$ cat src/rtl/mips_mem_pkg.sv
// Shared encodings, FSM state type and lane helpers for the MIPS memory-stage load/store unit.
package mips_mem_pkg;

  localparam logic [3:0] OP_LB  = 4'b0000;
  localparam logic [3:0] OP_LH  = 4'b0001;
  localparam logic [3:0] OP_LW  = 4'b0010;
  localparam logic [3:0] OP_LBU = 4'b0100;
  localparam logic [3:0] OP_LHU = 4'b0101;
  localparam logic [3:0] OP_SB  = 4'b1000;
  localparam logic [3:0] OP_SH  = 4'b1001;
  localparam logic [3:0] OP_SW  = 4'b1010;

  localparam logic [1:0] SIZE_BYTE = 2'd0;
  localparam logic [1:0] SIZE_HALF = 2'd1;
  localparam logic [1:0] SIZE_WORD = 2'd2;

  // Big-endian puts byte offset 0 in the most significant lane, so the offset is inverted.
  localparam logic [1:0] LANE_XOR_BE = 2'b11;
  localparam logic [1:0] LANE_XOR_LE = 2'b00;

  typedef enum logic [1:0] {
    IDLE,
    LD_EXT,
    ST_MERGE
  } lsu_state_e;

  function automatic logic op_is_valid(input logic [3:0] op);
    case (op)
      OP_LB, OP_LH, OP_LW, OP_LBU, OP_LHU, OP_SB, OP_SH, OP_SW: return 1'b1;
      default: return 1'b0;
    endcase
  endfunction

  function automatic logic is_misaligned(input logic [1:0] size, input logic [1:0] offset);
    return ((size == SIZE_HALF) && offset[0]) || ((size == SIZE_WORD) && (offset != 2'b00));
  endfunction

  function automatic logic [1:0] lane_of(input logic [1:0] offset, input bit big_endian);
    return offset ^ (big_endian ? LANE_XOR_BE : LANE_XOR_LE);
  endfunction

endpackage

$ cat src/rtl/load_store_unit_subword_align.sv
// Combinational byte/halfword lane logic: load extract with sign/zero extension, and
// store merge of a sub-word into an existing memory word.
module subword_align
  import mips_mem_pkg::*;
#(
  parameter bit BIG_ENDIAN = 1'b1
) (
  input  logic [31:0] word_in,
  input  logic [15:0] new_data,
  input  logic [1:0]  offset,
  input  logic [1:0]  size,
  input  logic        is_unsigned,
  output logic [31:0] load_result,
  output logic [31:0] store_word
);

  logic [1:0]  lane;
  logic [4:0]  shift;
  logic [7:0]  sel_byte;
  logic [15:0] sel_half;
  logic [31:0] lane_mask;
  logic [31:0] lane_data;

  always_comb begin
    lane     = lane_of(offset, BIG_ENDIAN);
    shift    = {lane, 3'b000};
    sel_half = lane[1] ? word_in[31:16] : word_in[15:0];
    case (lane)
      2'd0:    sel_byte = word_in[7:0];
      2'd1:    sel_byte = word_in[15:8];
      2'd2:    sel_byte = word_in[23:16];
      default: sel_byte = word_in[31:24];
    endcase

    load_result = word_in;
    lane_mask   = 32'h0000_0000;
    lane_data   = 32'h0000_0000;
    case (size)
      SIZE_BYTE: begin
        load_result = {{24{sel_byte[7] & ~is_unsigned}}, sel_byte};
        lane_mask   = 32'h0000_00FF << shift;
        lane_data   = {24'h00_0000, new_data[7:0]} << shift;
      end
      SIZE_HALF: begin
        load_result = {{16{sel_half[15] & ~is_unsigned}}, sel_half};
        lane_mask   = lane[1] ? 32'hFFFF_0000 : 32'h0000_FFFF;
        lane_data   = lane[1] ? {new_data, 16'h0000} : {16'h0000, new_data};
      end
      default: ;
    endcase

    store_word = (word_in & ~lane_mask) | lane_data;
  end

endmodule

$ cat src/rtl/load_store_unit.sv
// Memory-stage load/store controller: sub-word loads with extension, read-modify-write
// sub-word stores, misalignment detection and pipeline stall generation.
module load_store_unit
  import mips_mem_pkg::*;
#(
  parameter int DATA_BITS  = 32,
  parameter int ADDR_BITS  = 32,
  parameter bit BIG_ENDIAN = 1'b1
) (
  input  logic                 clk,
  input  logic                 reset,
  input  logic                 req,
  input  logic [3:0]           memOp,
  input  logic [ADDR_BITS-1:0] byteAddr,
  input  logic [DATA_BITS-1:0] storeData,
  output logic                 stall,
  output logic [DATA_BITS-1:0] loadData,
  output logic                 loadValid,
  output logic                 addrErr,
  output logic [ADDR_BITS-1:0] address,
  output logic [DATA_BITS-1:0] writeData,
  output logic                 memWrite,
  output logic                 memRead,
  input  logic [DATA_BITS-1:0] readDataMem
);

  lsu_state_e           state_q, state_d;
  logic [ADDR_BITS-1:0] word_q, word_d;
  logic [1:0]           off_q, off_d;
  logic [1:0]           size_q, size_d;
  logic                 unsigned_q, unsigned_d;
  logic [15:0]          sdata_q, sdata_d;
  logic [31:0]          load_data_q, load_data_d;
  logic                 load_valid_q, load_valid_d;
  logic                 addr_err_q, addr_err_d;

  logic [ADDR_BITS-1:0] req_word;
  logic [31:0]          align_load;
  logic [31:0]          align_store;

  assign req_word  = {2'b00, byteAddr[ADDR_BITS-1:2]};
  assign loadData  = load_data_q;
  assign loadValid = load_valid_q;
  assign addrErr   = addr_err_q;

  subword_align #(
    .BIG_ENDIAN(BIG_ENDIAN)
  ) u_align (
    .word_in    (readDataMem),
    .new_data   (sdata_q),
    .offset     (off_q),
    .size       (size_q),
    .is_unsigned(unsigned_q),
    .load_result(align_load),
    .store_word (align_store)
  );

  always_comb begin
    state_d      = state_q;
    word_d       = word_q;
    off_d        = off_q;
    size_d       = size_q;
    unsigned_d   = unsigned_q;
    sdata_d      = sdata_q;
    load_data_d  = load_data_q;
    load_valid_d = 1'b0;
    addr_err_d   = 1'b0;
    stall        = 1'b0;
    memRead      = 1'b1;
    memWrite     = 1'b0;
    address      = req_word;
    writeData    = storeData;

    case (state_q)
      IDLE: begin
        if (req && op_is_valid(memOp)) begin
          word_d     = req_word;
          off_d      = byteAddr[1:0];
          size_d     = memOp[1:0];
          unsigned_d = memOp[2];
          sdata_d    = storeData[15:0];
          if (is_misaligned(memOp[1:0], byteAddr[1:0])) begin
            addr_err_d = 1'b1;
          end else if (!memOp[3]) begin
            memRead = 1'b0;
            stall   = 1'b1;
            state_d = LD_EXT;
          end else if (memOp[1:0] == SIZE_WORD) begin
            memRead  = 1'b0;
            memWrite = 1'b1;
          end else begin
            memRead = 1'b0;
            stall   = 1'b1;
            state_d = ST_MERGE;
          end
        end
      end
      LD_EXT: begin
        address      = word_q;
        load_data_d  = align_load;
        load_valid_d = 1'b1;
        state_d      = IDLE;
      end
      ST_MERGE: begin
        address   = word_q;
        writeData = align_store;
        memRead   = 1'b0;
        memWrite  = 1'b1;
        state_d   = IDLE;
      end
      default: state_d = IDLE;
    endcase

    // Reset must suppress the merge write issued in the same cycle, not just the next state.
    if (reset) begin
      stall    = 1'b0;
      memRead  = 1'b1;
      memWrite = 1'b0;
    end
  end

  always_ff @(posedge clk) begin
    if (reset) begin
      state_q      <= IDLE;
      word_q       <= '0;
      off_q        <= 2'b00;
      size_q       <= SIZE_BYTE;
      unsigned_q   <= 1'b0;
      sdata_q      <= 16'h0000;
      load_data_q  <= 32'h0000_0000;
      load_valid_q <= 1'b0;
      addr_err_q   <= 1'b0;
    end else begin
      state_q      <= state_d;
      word_q       <= word_d;
      off_q        <= off_d;
      size_q       <= size_d;
      unsigned_q   <= unsigned_d;
      sdata_q      <= sdata_d;
      load_data_q  <= load_data_d;
      load_valid_q <= load_valid_d;
      addr_err_q   <= addr_err_d;
    end
  end

endmodule
$ cat config.mk
export PLATFORM = sky130hd
export DESIGN_NAME = load_store_unit
export DESIGN_NICKNAME = d
export VERILOG_FILES = /design/src/rtl/mips_mem_pkg.sv /design/src/rtl/load_store_unit_subword_align.sv /design/src/rtl/load_store_unit.sv
export SDC_FILE = /design/constraint.sdc
export NUM_CORES = 1
export LEC_CHECK = 0
export ABC_AREA = 1
export CAP_MARGIN = 40
export CELL_PAD_IN_SITES_DETAIL_PLACEMENT = 1
export CELL_PAD_IN_SITES_GLOBAL_PLACEMENT = 2
export CORE_MARGIN = 4
export CORE_UTILIZATION = 23
export DETAILED_ROUTE_END_ITERATION = 10
export HOLD_SLACK_MARGIN = 0.06
export PLACE_DENSITY = 0.91
export SETUP_SLACK_MARGIN = 0.15
export SYNTH_ARGS = -nofsm -noshare
export SYNTH_HDL_FRONTEND = slang
export SYNTH_HIERARCHICAL = 1
export SYNTH_SLANG_ARGS = --single-unit
export TNS_END_PERCENT = 1
$ cat constraint.sdc
create_clock -name clk -period 1.6 [get_ports clk]
set_input_delay 0.32 -clock clk [delete_from_list [all_inputs] [get_ports clk]]
set_output_delay 0.32 -clock clk [all_outputs]
set_load 0.02 [all_outputs]
Word level (Yosys, flattened, before mapping)
Memories as Yosys holds them, arrays and structs flattened.
Cells that the tools add are included.
{"block": "totals", "ff_bits": 87, "latch_bits": 0, "ram_bits": 0, "rom_bits": 16, "out_inout_bits": 101, "wordCells": 72, "memories": 1}
{"name": "(name not given)", "words": 16, "word_bits": 1, "read_ports": 1, "rd_ports_with_merged_regs": 0, "wr": 0, "line": "mips_mem_pkg.sv:28", "rtl": "case (op)"}
{"block": "op_classes", "addsub": 0, "n_mul": 0, "div": 0, "n_lt_le_gt_ge": 0, "n_eq_ne": 8, "n_shift": 2, "muxes": 29, "n_bitwise": 10, "n_reduce_logical": 13}
{"cell": "$pmux 32 s2", "count": 3}
{"cell": "$mux 32", "count": 3}
{"cell": "$and 32x32->32", "count": 1}
{"cell": "$not 32->32", "count": 1}
{"cell": "$or 32x32->32", "count": 1}
{"cell": "$shl 8x5->32", "count": 1}
{"cell": "$shl 8x5->32 const A", "count": 1}
{"cell": "$mux 30", "count": 1}
{"cell": "$pmux 8 s3", "count": 1}
{"cell": "$mux 1", "count": 16}
{"cell": "$mux 16", "count": 1}
{"cell": "$eq 2x1->1 const B", "count": 4}
{"cell": "$eq 2x2->1 const B", "count": 3}
{"cell": "$logic_not 2->1", "count": 3}
{"cell": "$mux 2", "count": 2}
{"cell": "$not 1->1", "count": 4}
{"cell": "$pmux 1 s2", "count": 2}
{"cell": "$reduce_or 2->1", "count": 2}
{"cell": "$logic_and 1x1->1", "count": 3}
{"cell": "$reduce_and 3->1", "count": 1}
{"cell": "$reduce_or 3->1", "count": 1}
{"cell": "$and 1x1->1", "count": 2}
{"cell": "$ne 2x2->1 const B", "count": 1}
{"cell": "$not 2->2", "count": 1}
{"cell": "3 further kinds", "count": 3}

Depth between registers and ports, before layout
Gate-level depths: netlist of run 1.
{"block": "logic_depth", "ltp_word": 7, "depth_mapped": 10, "mapped_depth_nobuf": 8}

Hierarchy
Netlist of run 1, hierarchy kept.
{"mod": "load_store_unit", "instances": 1, "cells_each": 544, "area_each_um2": 4037.6, "seq_area_each_um2": 1741.7}
{"mod": "subword_align", "instances": 1, "cells_each": 312, "area_each_um2": 1422.6, "seq_area_each_um2": 0.0}

Worst setup path after synthesis of run 1
Ideal clock, no wire load.
{"block": "synth_timing", "kind": "reg-to-output", "startpoint": "register state_q[0]", "endpoint": "output port memWrite", "arrival_time_ps": 1463, "required_ps": 1280, "path_slack_ps": -183, "stages_incl_launch_ff": 7, "path_buffers": 0, "cell_sequence": "dfxtp_1 > inv_1 > ha_1 > inv_2 > nor3_4 > nand3_1 > a21oi_1"}
{"block": "synth_between", "elab_chain_cells": 3, "word_cells_on_any_way": 4, "cone_classes": "eq/ne (1); mux (2); reduce/logical (1)"}
{"item": "start: declaration", "line": "load_store_unit.sv:27", "rtl": "lsu_state_e state_q, state_d;"}
{"item": "start signal: assignment", "line": "load_store_unit.sv:134", "rtl": "state_q <= state_d;"}
{"item": "$eq 2x2->1 or $logic_not 2->1 (tied branches)", "line": "load_store_unit.sv:74", "rtl": "case (state_q)"}
{"item": "$pmux 1 s2 *", "line": "load_store_unit.sv:74"}
{"item": "$mux 1 *", "line": "load_store_unit.sv:115", "rtl": "if (reset) begin"}
{"item": "end: declaration", "line": "load_store_unit.sv:22", "rtl": "output logic memWrite,"}
Every way passes the cells marked *; elsewhere a longest branch is shown, timed or not.

Worst setup path in the final report of run 1
{"block": "layout_timing", "startpoint": "register state_q[1]", "endpoint": "output port address[8]"}
{"block": "layout_between", "elab_chain_cells": 3, "word_cells_on_any_way": 4, "cone_classes": "eq/ne (2); mux (1); reduce/logical (1)"}
{"item": "$eq 2x1->1 or $eq 2x2->1 (tied branches)", "line": "load_store_unit.sv:74"}
{"item": "$reduce_or 2->1 (no line) *"}
{"item": "$mux 30 *", "line": "load_store_unit.sv:74"}
{"item": "end: declaration", "line": "load_store_unit.sv:20", "rtl": "output logic [ADDR_BITS-1:0] address,"}
Marked as above.

==> metrics.txt, run 1 <==
status=finished, violations left; failing checks=negative setup slack; Critical Path Source=state_q[1]; filler instances=between 2000 and 3000; Core Region=about 23000 sq um; CP required=~1.3 ns; Post-Synth Simple-Gate Area=0.379; Hold Crit Class=input port to flop; Die Width=between 150 and 200 microns; setup slack after layout=-0.575 ns; Max Clock Skew=about 0.0093 ns; critical path, cell by cell=inv_2 > ha_4 > bufbuf_16 > mux2_2 > buf_2; most frequent cells in the layout=nand2_1 (296), buf_4 (146), clkdlybuf4s50_1 (97); Peak VDD IR=roughly 0.52 mV; Pwr Density=783 nW/um^2; Final #Nets=1277; Reg2Reg Depth=11; number of buffers created by CTS=9; Starting Density=0.233; RSZ-0062 raised after global routing=yes; H-Tree Depth=3; fraction of layout cells with a size suffix above 1=0.332; count of cell types in the netlist=31; Max Freq=460 MHz; Max Cap Viol=0; worst skew pair latency=around 0.36 ns; Synth Area in Compound Gates=0.143; post-synthesis mux area share=0.0619; GR Util All Layers=0.187; Hold WS=0.295 ns; synth warn=6; Seq/Total Area, Yosys=0.319; terminus of the critical flop-to-flop path=loadData[29]; ant diodes=0; dpl ws=-0.822 ns; final non-filler cell total=between 1000 and 1500; Vias/cell=4.52; commonest non-fill, non-tap cell in the layout=nand2_1; Tcrit/Tclk final=1.36; clock root cell=clkbuf_16; initial DRC count=358; mean post-synth cell area=6.38 sq um; IO Count=204; crit path kind=flop to output pin; Final Hold Fails=0; antenna violations before repair=3; Post-Synthesis Cells=about 860; reg-to-reg startpoint=size_q[1]; Row Count=56; Detailed Route WL=about 25000 microns; Inst Count DP=1466; HPWL after detailed placement=19100 microns; startpoint types=flop; adder-cell area share of the yosys netlist=0.00687; die height=roughly 160 microns; R2R Setup Slk=-0.04 ns; DR WL/cell=16.7 microns; Critical Path End Type=output pin; XOR/XNOR Fraction of Synth Area=0; antenna viol nets, final=0; Routability Congestion=between 0.8 and 0.9; largest family of logic cells by synthesized area=simple AND/OR/NAND/NOR gates; Worst path slowest cell=dfxtp_2; Mapped Area=between 5000 and 6000 sq um; synthesized flop and latch total=just under 90; leakage power=around 4.3 nW; final core occ=0.401; WP data arrival=roughly 1.9 ns; Post-CTS Hold Fix Bufs=0; clock buffer depth=2; Buffers on Ports=201; drt first pass iters=4; gr ovfl total=0; largest net degree at the start of global routing=33; TritonCTS clock tree=built; Worst path max stage delay=roughly 0.35 ns; Slew Limit Fails=0; CP Max Fanout=12; Tmin final=approximately 2.2 ns; Post-DP Area=roughly 8800 sq um; Vias=approximately 6800; Setup-failing EPs final=67; fin area=~9400 sq um; Die ar.=26300 sq um; clk sinks=87; # DRC=0; Area Overhead vs Synth=71.8%; vias in the first global route=approximately 7100; worst setup path end=address[8]; first-pass GRT wire length=just under 40000 microns; Clock transition at path regs=around 0.060 ns
logic make-up (layout without fill, tap and decap cells):
family,after synthesis,count (layout)
adders and majority gates,3,3
buffers and inverters,98,416
other,1,2
AOI/OAI and AO/OA,134,135
muxes,30,30
and+or+nand+nor,503,503
DFF,87,87
sequential cells by signal, indices dropped and copies added (netlist names):
signal      cells
addrErr         1
loadData       32
loadValid       1
off_q           2
sdata_q        16
size_q          2
state_q         2
unsigned_q      1
word_q         30
routing by layer:
layer | GRT usage | routed length [microns] | up-vias | part of all wire
met5 | 0 | 34 | - | 0.0014
met4 | 0.0684 | 787 | 6 | 0.031
met3 | 0.0502 | 1720 | 50 | 0.069
met2 | 0.315 | 11900 | 193 | 0.48
met1 | 0.230 | 10600 | 3150 | 0.42
li1 | - | - | 3355 | -
how the worst min path moves through the flow:
stage	startpoint	endpoint	slack, ns	cells past startpoint
finish	reset	state_q[0]	0.30	4
global route	reset	state_q[0]	0.34	4
CTS	reset	state_q[0]	0.29	4
detailed placement	word_q[1]	word_q[1]	0.45	2
global placement	word_q[25]	word_q[25]	0.45	2
floorplan	word_q[20]	word_q[20]	0.44	2
Yosys cell counts (all sizes together):
library cell / number / share of area
dfxtp: 87 / 0.32
ha: 3 / 0.0069
nor2: 106 / 0.077
nand2: 345 / 0.25
nor3: 2 / 0.0039
o211ai: 8 / 0.011
o21ai: 53 / 0.050
clkinv: 3 / 0.0021
a22oi: 1 / 0.0014
nand4: 1 / 0.0011
a31oi: 1 / 0.0011
inv: 46 / 0.032
o21bai: 1 / 0.0021
a21oi: 70 / 0.078
nand3: 49 / 0.048
conb: 1 / 0.00069
clkbuf: 17 / 0.012
buf: 32 / 0.044
mux2: 30 / 0.062
final cells by class:
type | instances | area [sq um] | share of cell area
multi-input cells | 673 | 3550 | 0.379
repair buffers | 351 | 3140 | 0.335
flip-flops and latches | 87 | 1750 | 0.187
well taps | 319 | 399 | 0.0425
clock buffers | 10 | 239 | 0.0255
inverters | 49 | 203 | 0.0216
clock inverters | 6 | 90.1 | 0.00960
report_power, final:
| group | switching (W) | leakage (nW) | internal (W) | total, W |
|---|---|---|---|---|
| logic | 0.00138 | 3.45 | 0.00118 | 0.00257 |
| clock network | 0.000974 | 0.159 | 0.00142 | 0.00240 |
| registers | 0.0000825 | 0.712 | 0.00231 | 0.00239 |
through the flow:
stage / power [W] / TNS [ns]
2_1_floorplan: 0.00364 / 0
3_3_place_gp: 0.00491 / -59.53
3_5_place_dp: 0.00495 / -63.05
4_1_cts: 0.00737 / -32.58
5_1_grt: 0.00774 / -37.43
6_report: 0.00735 / -30.09
critical path: cells and delay by family (launching register included):
| kind | cells | cell delay, ns |
|---|---|---|
| buffers and inverters | 3 | 0.51 |
| DFF | 1 | 0.35 |
| muxes | 1 | 0.33 |
| adders and majority gates | 1 | 0.31 |
what timing repair did:
action	CTS	global route
setup endpoints to repair	180	150
endpoints found under the hold margin	0	0
pin swaps	28	38
gates cloned	2	0
gates resized for setup	381	65
setup buffers	4	7
No activity file was read; power rests on OpenSTA's default activity.
==> run 2: changes to the inputs <==
Settings changed: CTS_BUF_LIST set to sky130_fd_sc_hd__clkbuf_4 sky130_fd_sc_hd__clkbuf_8.
==> run 2 against run 1 <==
Against the previous run: the flow still finishes with violations (negative setup slack); design area fell by 1.3%; maximum frequency fell by 2.2%; clock power decreased by 22%; register-to-register slack gained 0.04 ns; total power decreased by 7.5%; setup slack got worse by 0.050 ns; sequential share of layout area rose by 0.25 points; count of clock-buffer cells in the layout unchanged; utilization fell by 0.53 points; largest power group unchanged; highest routed layer unchanged.
==> metrics.txt, run 2 (synthesized netlist as in run 1, its figures left out) <==
antenna violations before repair=3 (unchanged); ant diodes=0 (unchanged); Critical Path End Type=output pin; commonest non-fill, non-tap cell in the layout=nand2_1; gr ovfl total=0 (unchanged); clock buffer depth=2 (unchanged); failing checks=negative setup slack; TritonCTS clock tree=built; Max Clock Skew=0.0133 ns (+0.00398 ns); Routability Congestion=0.896 (unchanged); worst skew pair latency=0.39 ns (+0.03 ns); CP required=1.28 ns (about the same); Starting Density=0.233 (unchanged); RSZ-0062 raised after global routing=yes; critical path, cell by cell=buf_6 > nor2_4 > nand2_4 > o21ai_4 > buf_6 > buf_6 > nor2_4 > a21oi_2 > nand2_1 > nand2_1 > buf_6; Worst path max stage delay=0.35 ns (about the same); Peak VDD IR=0.377 mV (-27%); Max Freq=449 MHz (-2.2%); Die Width=162 microns (unchanged); IO Count=204 (unchanged); clock root cell=clkbuf_8; startpoint types=flop; Buffers on Ports=201 (unchanged); HP Start=reset; filler instances=2997 (+0.033%); most frequent cells in the layout=nand2_1 (301), buf_4 (141), clkdlybuf4s50_1 (98); Reg2Reg Depth=11 (unchanged); Pwr Density=735 nW/um^2 (-6.2%); crit path kind=flop to output pin; Detailed Route WL=24900 microns (-0.58%); Die ar.=26300 sq um (unchanged); Setup TNS Final=-33.31 ns (-3.22 ns); status=finished, violations left; antenna viol nets, final=0 (unchanged); fraction of layout cells with a size suffix above 1=0.328 (-0.00397); H-Tree Depth=3 (unchanged); GR Util All Layers=0.185 (-0.00258); CP Max Fanout=4 (-8); Hold Crit Endpoint=state_q[0]; register area=1750 sq um (unchanged); clk sinks=87 (unchanged); first-pass GRT wire length=38500 microns (-1.3%); Worst path slowest cell=dfxtp_2; Vias=6729 (-0.37%); vias in the first global route=7018 (-1.3%); final core occ=0.396 (-0.00535); area of the multi-input gates=3530 sq um (-0.56%); Hold Crit Class=input port to flop; setup slack after layout=-0.625 ns (-0.0497 ns); Vias/cell=4.50 (-0.30%); CP most frequent cell=buf_6; max FFs per register=32 (unchanged); Core Region=23400 sq um (unchanged); WP data arrival=1.91 ns (+0.05 ns); reg-to-reg startpoint=size_q[1]; # DRC=0 (unchanged); hold depth=4 (unchanged); Final #Nets=1276 (-0.078%); Tmin final=2.23 ns (+0.0497 ns); R2R Setup Slk=0 ns (+0.04 ns); HPWL after detailed placement=19100 microns (unchanged); Post-CTS Hold Fix Bufs=0 (unchanged); Clock transition at path regs=0.09 ns (+0.03 ns); largest net degree at the start of global routing=33 (unchanged); leakage power=4.21 nW (-2.5%); Row Count=56 (unchanged); DR WL/cell=16.7 microns (-0.51%); initial DRC count=399 (+11%); Final Hold Fails=0 (unchanged); Setup-failing EPs final=67 (unchanged); Slew Limit Fails=0 (unchanged); drt first pass iters=4 (unchanged); Max Cap Viol=0 (unchanged); number of buffers created by CTS=9 (unchanged); terminus of the critical flop-to-flop path=loadData[9]; Area Overhead vs Synth=69.5%; die height=162 microns (unchanged); Tcrit/Tclk final=1.39 (+0.0311); dpl ws=-0.822 ns (unchanged)
[run 2: worst max path at each step]
stage,startpoint,to,slack (ns),cells after the start
CTS,size_q[1],writeData[4],-0.65,11
detailed placement,memOp[2],memWrite,-0.82,7
floorplan,state_q[1],memWrite,0.009,6
finish,size_q[1],writeData[7],-0.63,11
global route,size_q[1],writeData[17],-0.74,9
global placement,memOp[2],memWrite,-0.79,7
[run 2: critical path: cells and delay by family (launching register included)]
kind	cells	cell delay, ns
buffers and inverters	4	0.50
and+or+nand+nor	5	0.44
DFF	1	0.35
AOI/OAI and AO/OA	2	0.22
[run 2: layout make-up]
type,instances,area share
Inverter,49,0.0227
Multi-Input combinational cell,673,0.382
Sequential cell,87,0.189
Tap cell,319,0.0431
Clock inverter,6,0.00973
Timing Repair Buffer,350,0.338
Clock buffer,10,0.0149
[run 2: repair_timing]
item	CTS	global route
resized for setup	374	79
buffers inserted	4	6
pin swaps	26	37
endpoints found under the hold margin	0	0
gates cloned	2	0
setup endpoints to repair	179	164
[run 2: through the flow]
step	cell area [sq um]	power, W	hold slack, ns	std cells
5_1_grt	9260	0.00717	0.296	1494
4_1_cts	9060	0.00679	0.242	1488
6_report	9260	0.00680	0.264	1494
2_1_floorplan	5540	0.00364	0.440	857
3_5_place_dp	8800	0.00495	0.455	1466
3_3_place_gp	8800	0.00491	0.447	1466
[run 2: layer usage]
metal,track usage,vias to the layer above,routed length (microns)
li1,-,3354,-
met1,0.227,3153,10700
met2,0.317,179,12000
met3,0.0495,37,1580
met4,0.0527,6,566
met5,0,-,34
[run 2: power breakdown]
part | total (W) | internal [W] | leakage [nW] | switching, W
registers | 0.00239 | 0.00231 | 0.712 | 0.0000798
logic | 0.00256 | 0.00117 | 3.39 | 0.00138
clock network | 0.00186 | 0.000932 | 0.113 | 0.000925
==> run 3: changes to the inputs <==
Settings changed: GPL_ROUTABILITY_DRIVEN set to 0.
==> run 3 against run 2 <==
Against the previous run: sequential power about the same; critical endpoint is now writeData[2]; routed wire length down 0.95%; critical path type unchanged; critical path depth down 1; maximum frequency is 1.1% higher; sequential share of layout area about the same; first-iteration DRC count shrank 4.5%; the flow still finishes with violations (negative setup slack); clock skew up 0.0026 ns.
==> metrics.txt, run 3 (synthesized netlist as in run 1, its figures left out) <==
antenna violations before repair=1 (-2); CP Max Fanout=8 (+4); Post-CTS Hold Fix Bufs=0 (unchanged); die height=162 microns (unchanged); crit path kind=flop to output pin; max FFs per register=32 (unchanged); Reg2Reg Depth=10 (-1); total power=0.00683 W (+0.40%); antenna viol nets, final=0 (unchanged); Die Width=162 microns (unchanged); drt first pass iters=4 (unchanged); Vias/cell=4.47 (-0.65%); RSZ-0062 raised after global routing=yes; clock buffer depth=2 (unchanged); Tcrit/Tclk final=1.38 (-0.0147); Critical Path Source=size_q[1]; Pwr Density=736 nW/um^2 (+0.14%); Slew Limit Fails=0 (unchanged); commonest non-fill, non-tap cell in the layout=nand2_1; worst skew pair latency=0.38 ns (about the same); worst setup path end=writeData[2]; GR Util All Layers=0.186 (+0.00109); Starting Density=0.233 (unchanged); Detailed Route WL=24600 microns (-0.95%); WP data arrival=1.88 ns (-0.03 ns); Area Overhead vs Synth=70.0%; largest net degree at the start of global routing=33 (unchanged); Row Count=56 (unchanged); most frequent cells in the layout=nand2_1 (300), buf_4 (132), clkdlybuf4s50_1 (98); initial DRC count=381 (-4.5%); Vias=6663 (-0.98%); ant diodes=0 (unchanged); Max Cap Viol=0 (unchanged); first-pass GRT wire length=38800 microns (+0.93%); reg-to-reg startpoint=size_q[1]; leakage power=4.26 nW (+1.2%); clock root cell=clkbuf_8; vias in the first global route=7190 (+2.5%); Final #Nets=1271 (-0.39%); status=finished, violations left; gr ovfl total=0 (unchanged); fraction of layout cells with a size suffix above 1=0.324 (-0.00373); H-Tree Depth=3 (unchanged); # DRC=0 (unchanged); Tmin final=2.20 ns (-0.0236 ns); final non-filler cell total=1489 (-0.33%); filler instances=3050 (+1.8%); Buffers on Ports=201 (unchanged); Inst Count DP=1465 (-0.068%); Die ar.=26300 sq um (unchanged); dpl ws=-0.905 ns (-0.0831 ns); clk sinks=87 (unchanged); Hold Crit Class=input port to flop; final core occ=0.397 (+0.00102); R2R Setup Slk=-0.01 ns (about the same); Max Clock Skew=0.0158 ns (+0.00255 ns); Peak VDD IR=0.469 mV (+24%); number of buffers created by CTS=9 (unchanged); Max Freq=454 MHz (+1.1%); Final Hold Fails=0 (unchanged); Core Region=23400 sq um (unchanged); DR WL/cell=16.6 microns (-0.62%); IO Count=204 (unchanged); CP required=1.28 ns (about the same); setup slack after layout=-0.602 ns (+0.0236 ns); startpoint types=flop; Critical Path End Type=output pin; HPWL after detailed placement=19100 microns (+0.39%); Setup-failing EPs final=68 (+1.5%); terminus of the critical flop-to-flop path=loadData[16]; failing checks=negative setup slack; TritonCTS clock tree=built; Setup TNS Final=-31.50 ns (+1.81 ns); Clock transition at path regs=0.10 ns (about the same)
==> run 3: cell count changes in the layout (fill, tap and decap cells not counted), moves of 3 or more <==
cell | previous run | this run
buf_6 | 27 | 40
buf_4 | 141 | 132
buf_2 | 30 | 23
mux2_2 | 22 | 17
mux2_4 | 8 | 13
nor2_2 | 5 | 10
clkdlybuf4s15_1 | 12 | 8
dlygate4sd2_1 | 21 | 25
nand3_1 | 36 | 40
nand3_2 | 13 | 9
nor2_1 | 94 | 90
o21ai_0 | 39 | 42
o21ai_1 | 9 | 6
==> run 3: area by class of cell <==
class,count,area [sq um],area share
Multi-Input combinational cell,672,3520,0.379
Timing Repair Buffer,346,3180,0.343
Clock buffer,10,138,0.0148
Sequential cell,87,1760,0.189
Tap cell,319,399,0.0430
Clock inverter,6,91.3,0.00984
Inverter,49,193,0.0208
==> run 3: per-stage QoR <==
| step | cell area (sq um) | hold slack, ns |
|---|---|---|
| after floorplan | 5540 | 0.440 |
| after global placement | 8810 | 0.448 |
| after detailed placement | 8810 | 0.455 |
| after CTS | 9070 | 0.236 |
| after global routing | 9280 | 0.268 |
| final | 9280 | 0.261 |
==> run 3: power by group <==
part	internal (W)	total (W)	leakage, nW	switching (W)
clock network	0.000936	0.00187	0.117	0.000938
logic	0.00120	0.00257	3.43	0.00137
registers	0.00230	0.00239	0.713	0.0000817
total	0.00444	0.00683	4.26	0.00239
==> run 3: metal layers <==
| layer | track usage | vias to the layer above | share of wire |
|---|---|---|---|
| met5 | 0 | - | 0.00032 |
| met4 | 0.0534 | 2 | 0.020 |
| met3 | 0.0502 | 27 | 0.066 |
| li1 | - | 3340 | - |
| met2 | 0.325 | 164 | 0.49 |
| met1 | 0.223 | 3130 | 0.42 |
==> run 3: repair_timing <==
item,in CTS,in global routing
pin swaps,26,28
gates cloned,1,0
setup endpoints to repair,180,159
buffers inserted,5,2
gates resized for setup,385,80
==> run 3: critical path, cell delays in order, from the launching register on <==
cell and delay, ns:
dfxtp_4 0.37, buf_6 0.12, nor2_4 0.17, nand2_2 0.11, o21ai_4 0.16, buf_12 0.16, nand2_2 0.04, o21ai_1 0.07
nand2_1 0.10, nand2_1 0.09, buf_6 0.12
==> run 3: how the worst min path moves through the flow <==
stage,end,cells after the start,startpoint,slack [ns]
floorplan,word_q[20],2,word_q[20],0.44
global placement,word_q[21],2,word_q[21],0.45
detailed placement,word_q[1],2,word_q[1],0.45
CTS,state_q[0],4,reset,0.24
global route,state_q[0],4,reset,0.27
finish,state_q[0],4,reset,0.26
==> RTL change 1: new RTL, config.mk and constraints of run 1 <==
Encoding of `lsu_state_e`: now one-hot (3 bits for 3 states).
--- a/src/rtl/mips_mem_pkg.sv
+++ b/src/rtl/mips_mem_pkg.sv
@@ -20,6 +20,6 @@
 
-  typedef enum logic [1:0] {
-    IDLE,
-    LD_EXT,
-    ST_MERGE
+  typedef enum logic [2:0] {
+    IDLE     = 3'b001,
+    LD_EXT   = 3'b010,
+    ST_MERGE = 3'b100
   } lsu_state_e;
Behaviour: same outputs for any inputs over 4 cycles, from zero or initial values and one cycle with reset high; so few cycles prove little.
==> RTL change 1 against run 1 <==
The flow still finishes with violations (negative setup slack). Sequential share of layout area grew 0.22 points. Total power shrank 12%. Final cell count decreased by 4.3%. Routed wire length is 2.0% lower. Sequential cell count up 1. Fmax shrank 1.1%. Combinational power down 22%. Critical path depth increased by 4. Register-to-register slack got worse by 0.03 ns. Worst setup slack got worse by 0.024 ns. Synthesized area up 1.0%. Hold slack improved by 0.025 ns. Design area up 0.41%. Die area grew 0.96%. Largest cell class unchanged. Highest routed layer unchanged.
==> RTL change 1: results (changes against run 1) <==
Filler cells -> 2927 (was 2996)
R2R Path End -> sdata_q[3] (was loadData[29])
Root Driver -> clkbuf_16 (unchanged)
R2R depth -> 7 (was 11)
Iter 0 DRT Violations -> 324 (was 358)
Ys Warns -> 6 (unchanged)
met1 WL -> 10.81 mm (was 10.56 mm)
via count of the routed design -> 6608 (was 6754)
crit-path max cell delay -> 0.41 ns (was 0.35 ns)
Yosys cell types -> 30 (was 31)
GR Util met2 -> 30.25% (was 31.54%)
Synth Flop Type -> dfxtp_1 (unchanged)
top cells by area, synth -> dfxtp_1 32%, nand2_1 13%, mux2_2 9.4% (was dfxtp_1 32%, nand2_1 22%, nor2_1 6.7%)
DR WL/cell -> 17.15 um (was 16.74 um)
Total Nets Final -> 1208 (was 1277)
Worst Hold Launch -> reset (unchanged)
FF-to-FF Start -> state_q[2] (was size_q[1])
Clk pin slew, worst setup/hold paths -> 0.07 ns
Final WS setup -> -0.5992 ns (was -0.5755 ns)
met3 usage -> 3.518% (was 5.024%)
critical-path maximum fanout -> 6 (was 12)
antenna violations before repair -> 2 (was 3)
latest clock arrival within the worst-skew pair -> 0.36 ns (about the same)
final setup fails -> 117 (was 67)
CP max-delay cell -> dfxtp_4 (was dfxtp_2)
WP data arrival -> 1.88 ns (was 1.86 ns)
Global Route Usage Sum -> 17.90% (was 18.71%)
routing usage on met1 -> 23.54% (was 22.96%)
Setup TNS -> -32.06 ns (was -30.09 ns)
most instantiated cells after synthesis -> 193 x nand2_1, 102 x a21oi_1, 97 x nand3_1 (was 320 x nand2_1, 98 x nor2_1, 87 x dfxtp_1)
clk_skew -> 0.01041 ns (was 0.009279 ns)
largest net degree at the start of global routing -> 66 (was 33)
status -> finished, violations left (unchanged)
R2R setup slack -> -0.07 ns (was -0.04 ns)
first-pass GRT wire length -> 37.75 mm (was 38.96 mm)
Placed Area -> 8835 sq um (was 8803 sq um)
failing checks -> negative setup slack (unchanged)
Hold Path End -> state_q[2] (was state_q[0])
routed wl met2 -> 12.04 mm (was 11.92 mm)
FF+latch area -> 1779 sq um (was 1752 sq um)
async set-reset flop share out of synthesis -> 0% (unchanged)
post-synthesis sequential area ratio -> 31.94% (was 31.90%)
number of global-route vias before repair -> 6860 (was 7107)
Pleak -> 4.208 nW (was 4.318 nW)
Inst Count DP -> 1404 (was 1466)
Syn Area/Cell -> 6.937 sq um (was 6.379 sq um)
RePlAce Congestion -> 0.8829 (was 0.8958)
post-detail-place hpwl -> 18.71 mm (was 19.06 mm)
Int Power -> 4.339 mW (was 4.910 mW)
Setup WS pre-CTS -> -0.8255 ns (was -0.8223 ns)
hold slack final -> 0.3208 ns (was 0.2954 ns)
met3 wire len -> 1.356 mm (was 1.721 mm)
via/cell ratio -> 4.621 (was 4.518)
peak supply drop -> 0.4086 mV (was 0.5171 mV)
share of cells above drive strength 1 -> 33.96% (was 33.16%)
==> RTL change 1: changes by cell type after synthesis, sizes merged, moves of 3 or more <==
cell | before | now
nor2 | 106 | 41
inv | 46 | 80
clkbuf | 17 | 10
buf | 32 | 42
nand2 | 345 | 199
mux2 | 30 | 62
nand3 | 49 | 101
a21oi | 70 | 102
ha | 3 | 0
==> RTL change 1: cells by family after synthesis <==
logic type	share of synthesized area, %
DFF	31.94
and+or+nand+nor	27.52
muxes	12.66
AOI/OAI and AO/OA	15.63
other	0.06799
buffers and inverters	12.18
==> RTL change 1: layout make-up <==
type                    count  area share, %
multi-input cells         575          36.99
repair buffers            349          33.35
flip-flops and latches     88          18.89
well taps                 319          4.237
inverters                  82          3.387
clock buffers               9          2.391
clock inverters             7         0.7305
diodes                      1        0.02656
==> RTL change 1: worst max path at each step <==
stage | cells past startpoint | to | from | slack (ns)
2_1_floorplan | 7 | writeData[0] | size_q[0] | -0.03
3_3_place_gp | 5 | writeData[1] | readDataMem[1] | -0.80
3_5_place_dp | 8 | stall | memOp[0] | -0.83
4_1_cts | 8 | writeData[29] | size_q[0] | -0.61
5_1_grt | 8 | writeData[26] | size_q[0] | -0.71
6_report | 9 | writeData[26] | off_q[1] | -0.60
==> RTL change 1: power groups by stage <==
stage	clock network, mW	logic (mW)	registers, mW
2_1_floorplan	0	0.903	2.37
3_3_place_gp	0	1.86	2.37
3_5_place_dp	0	1.89	2.38
4_1_cts	2.22	1.94	2.32
5_1_grt	2.31	2.17	2.34
6_report	2.15	2.00	2.33
==> RTL change 1: what timing repair did <==
item | CTS | global route
pin swaps | 18 | 24
gates cloned | 3 | 0
buffers inserted | 5 | 1
endpoints found under the setup margin | 182 | 149
gates resized for setup | 402 | 89
==> RTL change 2: new RTL, flow settings as in run 1 <==
Made on the original files. The parameter `ADDR_BITS` goes from 32 to 64.
--- a/src/rtl/load_store_unit.sv
+++ b/src/rtl/load_store_unit.sv
@@ -6,3 +6,3 @@
   parameter int DATA_BITS  = 32,
-  parameter int ADDR_BITS  = 32,
+  parameter int ADDR_BITS  = 64,
   parameter bit BIG_ENDIAN = 1'b1
Interface: changed (resized address and byteAddr); port bits go from 204 to 268. No check against the original RTL was run, so the function may have changed too.
==> RTL change 2 against run 1 <==
Sequential cell count rose by 32. Total power rose by 50%. Routed wire length rose by 29%. Utilization rose by 2.2 points. Synthesized area rose by 29%. Register-to-register slack improved by 0.07 ns. Design area rose by 35%. Highest routed layer unchanged. Critical endpoint is now writeData[19]. Count of clock-buffer cells in the layout rose by 7. Synthesized cell count rose by 21%. Worst setup slack got worse by 0.071 ns. The run still ends with negative setup slack left.
==> RTL change 2: results (changes against run 1) <==
status -> finished, violations left (unchanged)
failing checks -> negative setup slack (unchanged)
Pleak -> 5.600 nW (was 4.318 nW)
Syn Area/Cell -> 6.804 sq um (was 6.379 sq um)
Inst Count DP -> 1788 (was 1466)
Global Route Usage Sum -> 18.68% (was 18.71%)
clk_skew -> 0.01137 ns (was 0.009279 ns)
critical-path maximum fanout -> 14 (was 12)
share of cells above drive strength 1 -> 38.37% (was 33.16%)
Ys Warns -> 6 (unchanged)
hold slack final -> 0.3022 ns (was 0.2954 ns)
antenna violations before repair -> 3 (unchanged)
via/cell ratio -> 4.524 (was 4.518)
crit-path max cell delay -> 0.40 ns (was 0.35 ns)
top cells by area, synth -> dfxtp_1 34%, nand2_1 20%, mux2_2 9.9% (was dfxtp_1 32%, nand2_1 22%, nor2_1 6.7%)
worst hold-check path type -> in2reg (unchanged)
post-detail-place hpwl -> 24.23 mm (was 19.06 mm)
latest clock arrival within the worst-skew pair -> 0.43 ns (was 0.36 ns)
cts bufs inserted -> 17 (was 9)
max reg flops -> 62 (was 32)
Clock Path Buffers -> 2 (unchanged)
post-synthesis sequential area ratio -> 33.93% (was 31.90%)
Port Buf Inserts -> 265 (was 201)
Placed Area -> 11510 sq um (was 8803 sq um)
CP max-delay cell -> dfxtp_4 (was dfxtp_2)
number of global-route vias before repair -> 8976 (was 7107)
drc violations -> 0 (unchanged)
async set-reset flop share out of synthesis -> 0% (unchanged)
Root Driver -> clkbuf_16 (unchanged)
largest net degree at the start of global routing -> 64 (was 33)
WP data arrival -> 1.93 ns (was 1.86 ns)
most instantiated cells after synthesis -> 374 x nand2_1, 119 x dfxtp_1, 98 x nor2_1 (was 320 x nand2_1, 98 x nor2_1, 87 x dfxtp_1)
CTS H-tree lvls -> 4 (was 3)
Setup TNS -> -54.65 ns (was -30.09 ns)
Largest delay share family, worst path -> simple AND/OR/NAND/NOR gates (was buffers and inverters)
DR WL/cell -> 17.53 um (was 16.74 um)
count leader, synth -> nand2_1 (unchanged)
Setup WS pre-CTS -> -0.9154 ns (was -0.8223 ns)
RePlAce Congestion -> 0.8603 (was 0.8958)
Top reg by flops -> word_q
R2R setup slack -> 0.03 ns (was -0.04 ns)
Yosys cell types -> 31 (unchanged)
first-pass iteration count of the detailed router -> 4 (unchanged)
final setup fails -> 97 (was 67)
peak supply drop -> 0.6834 mV (was 0.5171 mV)
first-pass GRT wire length -> 49.68 mm (was 38.96 mm)
Iter 0 DRT Violations -> 419 (was 358)
Final WS setup -> -0.6468 ns (was -0.5755 ns)
Filler cells -> 3618 (was 2996)
Clk pin slew, worst setup/hold paths -> 0.06 ns (about the same)
Total Nets Final -> 1569 (was 1277)
DRT Wirelength -> 32.20 mm (was 25.02 mm)
-- RTL change 2: path summary, 6_finish.rpt --
check                           startpoint             to  cells past startpoint
worst min-delay path                 reset      size_q[0]                      3
worst max register to register   size_q[0]   loadData[16]                     10
worst max-delay path             size_q[0]  writeData[19]                      9
worst min register to register  word_q[61]     word_q[61]                      2
-- RTL change 2: repair_timing --
action / in CTS / in global routing
cloned: 3 / 0
setup buffers: 7 / 4
setup endpoints to repair: 246 / 239
gates resized for setup: 567 / 119
pin swaps: 24 / 45
hold buffers: 0 / 0
-- RTL change 2: cells by family after synthesis --
family / synth area share, %
AOI/OAI and AO/OA: 13.97
adders and majority gates: 0.5346
buffers and inverters: 8.268
DFF: 33.93
muxes: 9.943
other: 0.05341
and+or+nand+nor: 33.30
-- RTL change 2: where the power goes --
part           total [mW]  switching (mW)  internal, mW
Combinational        3.64            1.82          1.82
Clock                4.09            1.72          2.37
Sequential           3.27           0.121          3.15
Total                11.0            3.67          7.33
-- RTL change 2: final cells by class --
cell class / instances / area (sq um) / share of cell area [%]
Antenna cell: 3 / 7.507 / 0.05937
Clock buffer: 17 / 425.4 / 3.364
Clock inverter: 15 / 182.7 / 1.445
Inverter: 49 / 197.7 / 1.563
Multi-Input combinational cell: 800 / 4677 / 36.99
Sequential cell: 119 / 2397 / 18.96
Tap cell: 390 / 488.0 / 3.859
Timing Repair Buffer: 444 / 4269 / 33.76
-- RTL change 2: routing by layer --
metal | vias to the layer above | part of all wire, % | track usage (%)
met3 | 46 | 5.4 | 4.325
met2 | 194 | 50 | 32.73
met5 | - | 0.040 | 0
li1 | 4120 | - | -
met1 | 3949 | 42 | 22.91
met4 | 2 | 2.3 | 5.314
